## config.mk

```make
export PLATFORM = sky130hd
export DESIGN_NAME = joypad_controller
export DESIGN_NICKNAME = d
export VERILOG_FILES = /design/src/rtl/joypad_pkg.sv /design/src/rtl/joypad_debounce.sv /design/src/rtl/joypad_controller.sv
export SDC_FILE = /design/constraint.sdc
export NUM_CORES = 1
export LEC_CHECK = 0
export ABC_CLOCK_PERIOD_IN_PS = 3200
export CAP_MARGIN = 15
export CORE_ASPECT_RATIO = 1.1
export CORE_MARGIN = 10
export CORE_UTILIZATION = 43
export CTS_CLUSTER_DIAMETER = 30
export CTS_CLUSTER_SIZE = 24
export DETAILED_ROUTE_END_ITERATION = 12
export PLACE_DENSITY = 0.63
export SKIP_LAST_GASP = 1
export SLEW_MARGIN = 0
export SYNTH_ARGS = -nofsm -noshare
export SYNTH_HDL_FRONTEND = slang
export SYNTH_HIERARCHICAL = 1
export SYNTH_SLANG_ARGS = --single-unit
```

## constraint.sdc

```tcl
create_clock -name clock -period 3.2 [get_ports clock]
set_clock_uncertainty 0.15 [all_clocks]
set_input_delay 0.8 -clock clock [delete_from_list [all_inputs] [get_ports clock]]
set_output_delay 0.8 -clock clock [all_outputs]
set_load 0.02 [all_outputs]
```

## src/rtl/joypad_pkg.sv

```systemverilog
// -----------------------------------------------------------------------------
// joypad_pkg
// Shared constants for the Game Boy P1/JOYP joypad register block.
//   - Button bit positions within the 8-bit button vectors
//     ({start, select, b, a, down, up, left, right}).
//   - P1 register address and the constant value of its unused top bits.
//   - select_nibble(): the P1 read nibble built from the debounced buttons
//     and the two group-select bits.
// -----------------------------------------------------------------------------
package joypad_pkg;

    localparam int NUM_BUTTONS = 8;

    localparam int BTN_RIGHT  = 0;
    localparam int BTN_LEFT   = 1;
    localparam int BTN_UP     = 2;
    localparam int BTN_DOWN   = 3;
    localparam int BTN_A      = 4;
    localparam int BTN_B      = 5;
    localparam int BTN_SELECT = 6;
    localparam int BTN_START  = 7;

    localparam logic [15:0] P1_ADDR   = 16'hFF00;
    localparam logic [1:0]  P1_UNUSED = 2'b11;

    // Active-low select bits: sel[0]=0 exposes the direction group
    // (stable[3:0]), sel[1]=0 exposes the action group (stable[7:4]).
    // With both groups selected the lines are wire-ANDed, as on the console.
    function automatic logic [3:0] select_nibble(input logic [1:0] sel,
                                                 input logic [7:0] stable);
        logic [3:0] dir_grp;
        logic [3:0] act_grp;
        dir_grp = sel[0] ? 4'hF : stable[3:0];
        act_grp = sel[1] ? 4'hF : stable[7:4];
        return dir_grp & act_grp;
    endfunction

endpackage

```

## src/rtl/joypad_debounce.sv

```systemverilog
// -----------------------------------------------------------------------------
// joypad_debounce
// One button line: two-flop synchroniser followed by a counting debouncer.
// The stable output only follows the synchronised input after it has differed
// from the current stable value for DEBOUNCE_CYCLES consecutive cycles; any
// return to the stable value restarts the qualification.
//
// Ports:
//   clock     in   CPU clock, all state on the rising edge
//   reset     in   synchronous, active-high
//   button_n  in   raw asynchronous button line, active-low
//   stable    out  debounced button level, active-low (reset 1 = released)
// -----------------------------------------------------------------------------
module joypad_debounce
    import joypad_pkg::*;
#(
    parameter  int DEBOUNCE_CYCLES = 20000,
    localparam int CNT_W           = $clog2(DEBOUNCE_CYCLES + 1)
) (
    input  logic clock,
    input  logic reset,
    input  logic button_n,
    output logic stable
);

    localparam logic [CNT_W-1:0] CNT_LAST = CNT_W'(DEBOUNCE_CYCLES - 1);

    logic             sync_meta;
    logic             sync;
    logic [CNT_W-1:0] count;

    always_ff @(posedge clock) begin
        if (reset) begin
            sync_meta <= 1'b1;
            sync      <= 1'b1;
            stable    <= 1'b1;
            count     <= '0;
        end else begin
            sync_meta <= button_n;
            sync      <= sync_meta;
            if (sync == stable) begin
                // Input agrees with the accepted level: any partial
                // qualification was a glitch, start over.
                count <= '0;
            end else if (count == CNT_LAST) begin
                stable <= sync;
                count  <= '0;
            end else begin
                count <= count + 1'b1;
            end
        end
    end

endmodule

```

## src/rtl/joypad_controller.sv

```systemverilog
// -----------------------------------------------------------------------------
// joypad_controller
// Game Boy P1/JOYP register block (address 0xFF00). Debounces the eight board
// buttons, holds the group-select bits written by the CPU, presents the
// selected nibble on the read path and pulses joypad_int whenever a visible
// nibble bit goes from 1 to 0 (a press, or a select write exposing a button
// that is already held).
//
// Ports:
//   clock           in   CPU clock, all state on the rising edge
//   reset           in   synchronous, active-high
//   buttons_n[7:0]  in   raw buttons, active-low, {start,select,b,a,down,up,left,right}
//   wren            in   write strobe, already decoded for 0xFF00
//   data_in[7:0]    in   CPU write data, bits 5:4 land in the select register
//   data_out[7:0]   out  P1 read value {2'b11, sel, nibble}
//   joypad_int      out  one-cycle interrupt request pulse
//   buttons_stable  out  debounced buttons, active-low, same order as buttons_n
// -----------------------------------------------------------------------------
module joypad_controller
    import joypad_pkg::*;
#(
    parameter int DEBOUNCE_CYCLES = 20000
) (
    input  logic       clock,
    input  logic       reset,
    input  logic [7:0] buttons_n,
    input  logic       wren,
    input  logic [7:0] data_in,
    output logic [7:0] data_out,
    output logic       joypad_int,
    output logic [7:0] buttons_stable
);

    logic [1:0] sel;
    logic [3:0] nib;
    logic [3:0] prev_nib;
    logic       unused_data_bits;

    // Only bits 5:4 of a P1 write are writable.
    assign unused_data_bits = ^{data_in[7:6], data_in[3:0]};

    for (genvar i = 0; i < NUM_BUTTONS; i++) begin : g_btn
        joypad_debounce #(
            .DEBOUNCE_CYCLES(DEBOUNCE_CYCLES)
        ) u_debounce (
            .clock    (clock),
            .reset    (reset),
            .button_n (buttons_n[i]),
            .stable   (buttons_stable[i])
        );
    end

    assign nib      = select_nibble(sel, buttons_stable);
    assign data_out = {P1_UNUSED, sel, nib};

    // wren is a plain one-cycle write strobe: there is no ready/back-pressure,
    // the register accepts the write on the edge where wren is high.
    always_ff @(posedge clock) begin
        if (reset) begin
            sel        <= 2'b11;
            prev_nib   <= 4'hF;
            joypad_int <= 1'b0;
        end else begin
            if (wren) begin
                sel <= data_in[5:4];
            end
            prev_nib   <= nib;
            // Any bit that was 1 last cycle and is 0 now; several bits
            // falling together still give a single pulse.
            joypad_int <= |(prev_nib & ~nib);
        end
    end

endmodule

```

==> results by group <==
Run status
  – Run status: completed

CTS
  – Num CTS Buffers: 17
  – Clk_lat worst skew: between 0.4 and 0.5 ns
  – CTS Buffer Depth: 2
  – CTS tree: yes
  – Post-cts resize count: 0
  – Clock tree root buffer cell: clkbuf_16
  – Hold Buf Count CTS: 0
  – CTS Sinks: between 150 and 200
  – CTS H-tree lvls: 4
  – Clock transition at path regs: 0.06 ns
  – Setup bufs post-CTS: 0

Critical path
  – Worst R2R End: g_btn[5].u_debounce/count[7]
  – Crit path max fanout: 6
  – Critical path class: reg -> out
  – R2r setup slk: around 1.4 ns
  – Critical path startpoint category: flip-flop
  – Critical Path AT: roughly 1.9 ns
  – Worst EP required: about 2.3 ns
  – Critical path startpoint: sel[0]
  – R2R cell count: 5
  – RR Startpoint: g_btn[5].u_debounce/count[0]
  – Crit path capture: data_out[3]
  – CP Capture Type: output pin

Detailed routing
  – DR vias: around 4,700
  – 1st-pass router iterations: 4
  – WL/cell: ~14 µm
  – DRC: 0
  – Vias per cell: a little over 5
  – Post-route antenna net violation count: 0
  – Initial drt markers: roughly 220
  – Drt total wl: between 10,000 and 15,000 µm

Global route
  – Remaining global-route overflow: 0
  – First-pass GRT wire length: approximately 22,000 µm
  – GRT met1 Usage: between 10 and 15%
  – GR Layer Usage met3: 4.10%
  – Most Used Layer, Global Route: met2
  – Met2 Use GR: 21.2%
  – Largest net degree at the start of global routing: 48
  – Antenna violations before repair: 0
  – Tot GR Track Use: between 10 and 15%
  – Vias in the first global route: 4,753

STA
  – RSZ-0062 raised after global routing: no
  – Worst-margin pin slew: between 0.7 and 0.8 ns
  – Final Critical Period: 2.83 ns
  – Worst setup margin: between 0.3 and 0.4 ns
  – Hold Slack: 0.257 ns
  – Period utilization: between 80% and 90%
  – Fmax: roughly 350 MHz
  – TNS Setup: 0 ns
  – Fin. Hold Viols: 0
  – Slew margin rel.: approximately half
  – Fin. max-slew vios: 0
  – Setup violators final: 0

Logic synthesis
  – Yosys top cell area share: 45.3%
  – Syn Std Cell Area: about 6700 µm²
  – Post-synth EDFFs: 0
  – YS warnings: 6
  – Area contributors post-synth: dfxtp_1 (45%), xor2_1 (13%), nor2_1 (5.4%)
  – Most common cell in the synthesized netlist: dfxtp_1
  – Top_reg_cell synth: dfxtp_1
  – Async S/R FF share, synth: 0%
  – Synth cell types: 28
  – Most frequent cells after synthesis: dfxtp_1 (151), nor2_1 (96), xor2_1 (96), nand3_1 (48)
  – Post-synthesis sequential area ratio: between 40% and 50%
  – Dominant cell type by area after synthesis: dfxtp_1
  – Gate Count Post-Synth: between 600 and 700
  – Syn avg cell area: ~10 µm²
  – Register bit total from synthesis: about 150

Placed design
  – Pre-CTS setup slack: 0.840 ns
  – GPL Wtd Cong: 0.790
  – IO buf count: 27
  – Cells after DPL: between 800 and 900
  – Dpl hpwl: approximately 8500 µm

Floorplan
  – Ports: 36
  – Die area: 20,900 µm²
  – Row count: 47
  – Initial core utilization: around 44%
  – Die Ht: between 150 and 200 µm
  – Die Wd: about 140 µm
  – Core Footprint: roughly 15,000 µm²

Power
  – Power per cell area: 552 nW/µm²
  – P_leak: approximately 2.9 nW
  – Maximum vdd ir drop: 0.396 mV

Final layout
  – Non-Filler Instances: between 900 and 1,000
  – Layout Nets: between 700 and 800
  – Share of cells above drive strength 1: approximately 15%
  – # diodes: 0
  – Area grow syn2layout: 13.9%

Run
  – Max-cap violations: 0

Hold path
  – Worst min path class: reg -> reg
-- report_power, final --
part	switching, mW	internal [mW]	leakage (nW)
sequential	0.0121	1.89	1.22
combinational	0.0361	0.0297	1.33
clock	0.734	1.48	0.330
total	0.782	3.41	2.88
-- per-layer routing --
metal	vias to the layer above	wire length [µm]
met2	45	5970
met5	-	0
met4	0	176
met3	15	488
li1	2383	-
met1	2264	5760
-- cell families after synthesis --
| family | Yosys count | synth area share, % |
|---|---|---|
| other | 1 | 0.0562 |
| xor gates and xnor gates | 112 | 14.7 |
| DFF | 151 | 45.3 |
| adders and majority gates | 8 | 1.50 |
| and+or+nand+nor | 350 | 31.6 |
| AOI/OAI and AO/OA | 17 | 2.27 |
| buffers and inverters | 38 | 4.50 |
-- through the flow --
stage / util [%] / cell area (µm²) / total power [mW]
5_1_grt: 50.3 / 7590 / 4.35
3_3_place_gp: 45.8 / 6930 / 2.01
2_1_floorplan: - / 6670 / 1.99
6_report: 50.3 / 7590 / 4.19
4_1_cts: 50.3 / 7590 / 4.25
3_5_place_dp: 45.8 / 6930 / 2.01
-- cell usage in the layout (no fill, tap or decap) --
master,netlist,routed
a211o_1,10,10
a21oi_1,1,1
a22oi_1,2,2
and2_1,8,8
and3_1,40,40
and4_1,24,24
buf_2,0,1
bufinv_16,0,5
clkbuf_1,0,2
clkbuf_16,0,17
clkbuf_8,0,5
clkdlybuf4s50_1,0,26
clkinv_2,0,3
conb_1,1,2
dfxtp_1,151,151
ha_1,8,8
inv_1,12,12
nand2_1,8,8
nand2_2,8,8
nand2b_1,4,4
nand3_1,48,48
nand4_1,40,40
nand4_2,8,8
nor2_1,96,96
nor2_2,24,24
nor2b_1,2,2
nor3_1,8,8
nor4b_2,16,16
o22ai_1,1,1
o22ai_2,3,3
or2_2,16,16
xnor2_1,16,16
xor2_1,96,96
-- worst min path at each step --
| stage | from | to | slack [ns] | cells after the start |
|---|---|---|---|---|
| after detailed placement | g_btn[1].u_debounce/sync_meta | g_btn[1].u_debounce/sync | 0.25 | 1 |
| final | g_btn[1].u_debounce/sync_meta | g_btn[1].u_debounce/sync | 0.26 | 1 |
| after floorplan | g_btn[0].u_debounce/sync_meta | g_btn[0].u_debounce/sync | 0.24 | 1 |
| after global routing | g_btn[1].u_debounce/sync_meta | g_btn[1].u_debounce/sync | 0.27 | 1 |
| after CTS | g_btn[1].u_debounce/sync_meta | g_btn[1].u_debounce/sync | 0.26 | 1 |
| after global placement | g_btn[1].u_debounce/sync_meta | g_btn[1].u_debounce/sync | 0.24 | 1 |
-- worst max-delay path, cell delays in order (launching register included) --
cell             delay, ns
dfxtp_1               0.52
o22ai_1               0.20
inv_1                 0.12
clkdlybuf4s50_1       0.61
-- flip-flops by register name, indices dropped and copies added (netlist names) --
name / flops
g_btn.u_debounce/count: 120
g_btn.u_debounce/stable: 8
g_btn.u_debounce/sync: 8
g_btn.u_debounce/sync_meta: 8
prev_nib: 4
sel: 2
joypad_int: 1
-- layout make-up --
class	count	area [µm²]
clock buffer	24	502
clock inverter	8	165
inverter	12	45.0
fill	1376	7520
timing repair buffer	27	265
sequential	151	3020
multi-input combinational	489	3350
tap	196	245
Note: power is estimated with default switching activity, not from simulation.
==> RTL change 1 (same settings) <==
Add an input register stage for `buttons_n`, `wren` and `data_in`, without a reset; this delays them by one clock. Comments in the files are not updated.
--- a/src/rtl/joypad_controller.sv
+++ b/src/rtl/joypad_controller.sv
@@ -31,13 +31,23 @@
     output logic [7:0] buttons_stable
 );
 
+    logic [7:0] buttons_n_q;
+    logic wren_q;
+    logic [7:0] data_q;
+
+    always_ff @(posedge clock) begin
+        buttons_n_q <= buttons_n;
+        wren_q      <= wren;
+        data_q      <= data_in;
+    end
+
     logic [1:0] sel;
     logic [3:0] nib;
     logic [3:0] prev_nib;
     logic       unused_data_bits;
 
     // Only bits 5:4 of a P1 write are writable.
-    assign unused_data_bits = ^{data_in[7:6], data_in[3:0]};
+    assign unused_data_bits = ^{data_q[7:6], data_q[3:0]};
 
     for (genvar i = 0; i < NUM_BUTTONS; i++) begin : g_btn
         joypad_debounce #(
@@ -45,7 +55,7 @@
         ) u_debounce (
             .clock    (clock),
             .reset    (reset),
-            .button_n (buttons_n[i]),
+            .button_n (buttons_n_q[i]),
             .stable   (buttons_stable[i])
         );
     end
@@ -61,8 +71,8 @@
             prev_nib   <= 4'hF;
             joypad_int <= 1'b0;
         end else begin
-            if (wren) begin
-                sel <= data_in[5:4];
+            if (wren_q) begin
+                sel <= data_q[5:4];
             end
             prev_nib   <= nib;
             // Any bit that was 1 last cycle and is 0 now; several bits
Check against the original RTL: not equivalent (a bounded check fails within 4 cycles, from zero or initial values and one cycle with reset high).
==> RTL change 1 against the unedited design <==
Sequential cell count up 11; sequential share of layout area up 2.0 points; routed wire length down 2.7%; design area up 2.1%; area after synthesis up 3.3%; worst setup slack worse by 9.9 ps; die area up 2.8%; global-route usage down 0.88 points; first-iteration DRC count down 19%; total power down 1.8%; critical path type unchanged; critical endpoint unchanged.
==> RTL change 1: results (changes against the unedited design) <==
Parameter                              Value

Status
  Status    completed (unchanged)

Yosys
  Post-synth ARST share    0 (unchanged)
  Register area share after synthesis    0.471 (was 0.453)
  Synthesized instance count    688 (was 677)
  Count of yosys warnings during synthesis    6 (unchanged)
  Synth area leaders    dfxtp_1 47%, xor2_1 12%, nor2_1 5.2% (was dfxtp_1 45%, xor2_1 13%, nor2_1 5.4%)
  Cell variety after synth    28 (unchanged)
  List of most frequent post-synthesis cells    162 x dfxtp_1, 96 x nor2_1, 96 x xor2_1, 48 x nand3_1 (was 151 x dfxtp_1, 96 x nor2_1, 96 x xor2_1, 48 x nand3_1)

Placement
  Buffers added on ports    27 (unchanged)
  Half-perimeter wire length of the detailed placement result    8400 um (was 8540 um)
  Instance count after placement with tap cells included    891 (was 875)
  Final estimated routing congestion in global placement    0.818 (was 0.790)

Clock tree
  Number of buffers between clock root and the deepest sink    2 (unchanged)
  Clock H-tree levels    4 (unchanged)
  Number of buffers added for setup after CTS    0 (unchanged)
  Post-cts sizing count    0 (unchanged)
  Clock latency on the worst-skew pair    420 ps (about the same)
  Total clock buffers created by CTS    17 (unchanged)
  Clock tree root driver cell    clkbuf_16 (unchanged)
  Reg clk slew, reported paths    60 ps (about the same)

Global routing
  Number of global-route vias before repair    4,589 (was 4,753)
  Pin count of the biggest net entering global routing    41 (was 48)
  Aggregate global-route resource usage    0.116 (was 0.124)
  Global-route wire length before repair    21,000 um (was 21,900 um)
  Antenna violations before repair    0 (unchanged)

Setup path
  CP arrival    1880 ps (about the same)
  Highest net fanout along the worst path    6 (unchanged)
  Register-to-register setup slack    1370 ps (about the same)
  Max stage delay cell, worst path    clkdlybuf4s50_1 (unchanged)
  Biggest cell delay along the critical path    560 ps (was 610 ps)

Finish
  FILL cells    1,452 (was 1,376)
  Number of flip-flops in the largest register    120 (unchanged)
  Layout cell share with drive strength beyond 1    0.147 (was 0.149)
  Diode insertion count for antenna repair    0 (unchanged)
  Final Net Count    737 (was 725)
  Largest register by flop count    g_btn.u_debounce/count (unchanged)
  Finished Layout Cells    923 (was 907)

Timing
  Slew at the pin closest to its max-slew limit    646 ps (was 761 ps)

Drt
  Starting DRT DRC Count    180 (was 223)
  Routed WL per cell    13.1 um (was 13.7 um)
  Pre-Repair DR Iteration Count    7 (was 4)
  Drt via density    5.14 (was 5.19)

Power
  Leakage    2.94 nW (was 2.88 nW)
  Worst vdd ir    0.403 mV (was 0.396 mV)

Hold path
  Type of the most critical hold path    flop to flop (unchanged)
==> RTL change 1: cell count changes in the layout (fill, tap and decap cells not counted), sizes merged <==
cell,before,now
inv,12,13
clkinvlp,0,1
clkinv,3,4
dfxtp,151,162
buf,1,2
bufinv,5,2
==> RTL change 1: cell type report <==
type | instances | share of cell area
clock buffer | 24 | 0.0634
clock inverter | 8 | 0.0129
inverter | 12 | 0.00581
multi-input combinational | 489 | 0.432
sequential | 162 | 0.418
tap | 200 | 0.0323
timing repair buffer | 28 | 0.0352
==> RTL change 1: power breakdown <==
group          internal [mW]  leakage [nW]  total, mW  switching [mW]
sequential              2.04          1.31       2.05          0.0140
combinational         0.0302          1.34     0.0648          0.0345
clock                   1.23         0.291       2.00           0.767
==> RTL change 1: final timing paths <==
| kind | from | endpoint | cells past startpoint |
|---|---|---|---|
| max | sel[0] | data_out[3] | 3 |
| min | buttons_n_q[4] | g_btn[4].u_debounce/sync_meta | 1 |
| min reg2reg | buttons_n_q[4] | g_btn[4].u_debounce/sync_meta | 1 |
| max reg2reg | g_btn[2].u_debounce/count[0] | g_btn[2].u_debounce/count[14] | 5 |
==> RTL change 1: cell families (layout without fill, tap and decap cells) <==
logic type,count (synthesis),after routing,synth area share
compound gates,17,17,0.0220
xor+xnor,112,112,0.142
fa+ha+maj,8,8,0.0145
buf+inv,38,72,0.0436
flops,162,162,0.471
other cells,1,2,0.000544
simple gates,350,350,0.306
==> RTL change 1: through the flow <==
step	instance area [um2]	power, mW	hold WS [ps]	setup WS, ps	utilization
6_report	7750	4.12	259	365	0.493
4_1_cts	7750	4.18	260	363	0.493
3_5_place_dp	7160	2.16	245	826	0.455
3_3_place_gp	7160	2.16	241	853	0.455
2_1_floorplan	6890	2.13	239	1390	-
5_1_grt	7750	4.27	279	286	0.493
==> RTL change 1: worst max-delay path, delay by kind of cell, from the launching register on <==
kind            cells  cell delay [ps]
compound gates      1              440
buf+inv             2              630
flops               1              390
==> RTL change 1: routing by layer <==
layer,global-route usage,part of all wire,up-vias
met1,0.142,0.47,2242
met4,0.0448,0.013,0
met2,0.179,0.47,75
li1,-,-,2419
met5,0,0,-
met3,0.0421,0.046,8
==> RTL change 2 (same flow settings) <==
Made on the original files. `DEBOUNCE_CYCLES` is set to 20000 in 2 places; all go to 40000.
--- a/src/rtl/joypad_debounce.sv
+++ b/src/rtl/joypad_debounce.sv
@@ -14,7 +14,7 @@
 module joypad_debounce
     import joypad_pkg::*;
 #(
-    parameter  int DEBOUNCE_CYCLES = 20000,
+    parameter  int DEBOUNCE_CYCLES = 40000,
     localparam int CNT_W           = $clog2(DEBOUNCE_CYCLES + 1)
 ) (
     input  logic clock,
--- a/src/rtl/joypad_controller.sv
+++ b/src/rtl/joypad_controller.sv
@@ -19,7 +19,7 @@
 module joypad_controller
     import joypad_pkg::*;
 #(
-    parameter int DEBOUNCE_CYCLES = 20000
+    parameter int DEBOUNCE_CYCLES = 40000
 ) (
     input  logic       clock,
     input  logic       reset,
Formal check against the unedited RTL: no difference found for any inputs over 10 cycles, from zero or initial values and one cycle with reset high; that may be too few to reach the edited logic, so the function may still have changed.
==> RTL change 2 against the unedited design <==
Total power down 2.0%; maximum frequency down 1.2%; non-clock buffer count up 2; worst setup slack worse by 34 ps; sequential share of layout area up 1.1 points; area after synthesis up 3.9%; routed wire length up 2.6%; design area up 2.4%; sequential cell count up 8; critical path depth unchanged; die area up 3.4%; critical endpoint unchanged.
==> RTL change 2: results (changes against the unedited design) <==
Parameter                              Value

Status
  Status    completed (unchanged)

Setup path
  Critical register-to-register path endpoint    g_btn[2].u_debounce/count[8] (was g_btn[5].u_debounce/count[7])
  Register-to-register setup slack    980 ps (was 1370 ps)
  Number of cells on the worst reg-to-reg path    4 (was 5)

Finish
  Area used by sequential logic in the layout    0.00318 mm2 (was 0.00302 mm2)
  Clock tree buffer count of the final layout    26 (was 24)
  Layout cell share with drive strength beyond 1    0.106 (was 0.149)
  FFs & Latches    159 (was 151)
  Final Net Count    791 (was 725)
  Non-Clock Inverter Count    28 (was 12)
  Proportion of cell area spent on the clock network    0.0777 (was 0.0878)
  Bufs w/o clock    29 (was 27)

Floorplanning
  Die X    141 um (was 139 um)

Yosys
  Register area share after synthesis    0.459 (was 0.453)
  Post-synthesis adder-cell area fraction    0.0144 (was 0.0150)
  List of most frequent post-synthesis cells    159 x dfxtp_1, 128 x nor2_1, 96 x xnor2_1, 56 x nand3_1 (was 151 x dfxtp_1, 96 x nor2_1, 96 x xor2_1, 48 x nand3_1)

Global routing
  Global-route wire length before repair    21,700 um (was 21,900 um)

Placement
  Post-Place Cell Area    0.00717 mm2 (was 0.00693 mm2)
  Pre-CTS setup slack    669 ps (was 840 ps)

Power
  Net switching power    796 uW (was 782 uW)
  Leakage    2.22 nW (was 2.88 nW)
  Comb. pwr    63.0 uW (was 65.8 uW)

Drt
  Drt via density    5.18 (was 5.19)
  Final wirelength    12,700 um (was 12,400 um)

Timing
  Slew at the pin closest to its max-slew limit    659 ps (was 761 ps)
[RTL change 2: critical path: cells and delay by family (launching register included)]
| kind | cells | cell delay, ps |
|---|---|---|
| AO/OA/AOI/OAI | 1 | 240 |
| buffers and inverters | 2 | 700 |
| flip-flops | 1 | 550 |
[RTL change 2: routing by layer]
metal,vias to the layer above,track usage,share of wire
met2,72,0.198,0.47
met3,11,0.0372,0.037
met1,2390,0.137,0.48
met4,0,0.0517,0.011
li1,2586,-,-
met5,-,0,0
[RTL change 2: worst max-delay path by stage]
stage,startpoint,end,slack (ps),depth (start not counted)
after floorplan,g_btn[0].u_debounce/count[9],g_btn[0].u_debounce/count[10],1330,6
after global placement,reset,g_btn[1].u_debounce/count[15],700,4
after detailed placement,reset,g_btn[2].u_debounce/count[8],670,4
after CTS,sel[0],data_out[3],320,3
after global routing,sel[0],data_out[3],260,3
final,sel[0],data_out[3],340,3
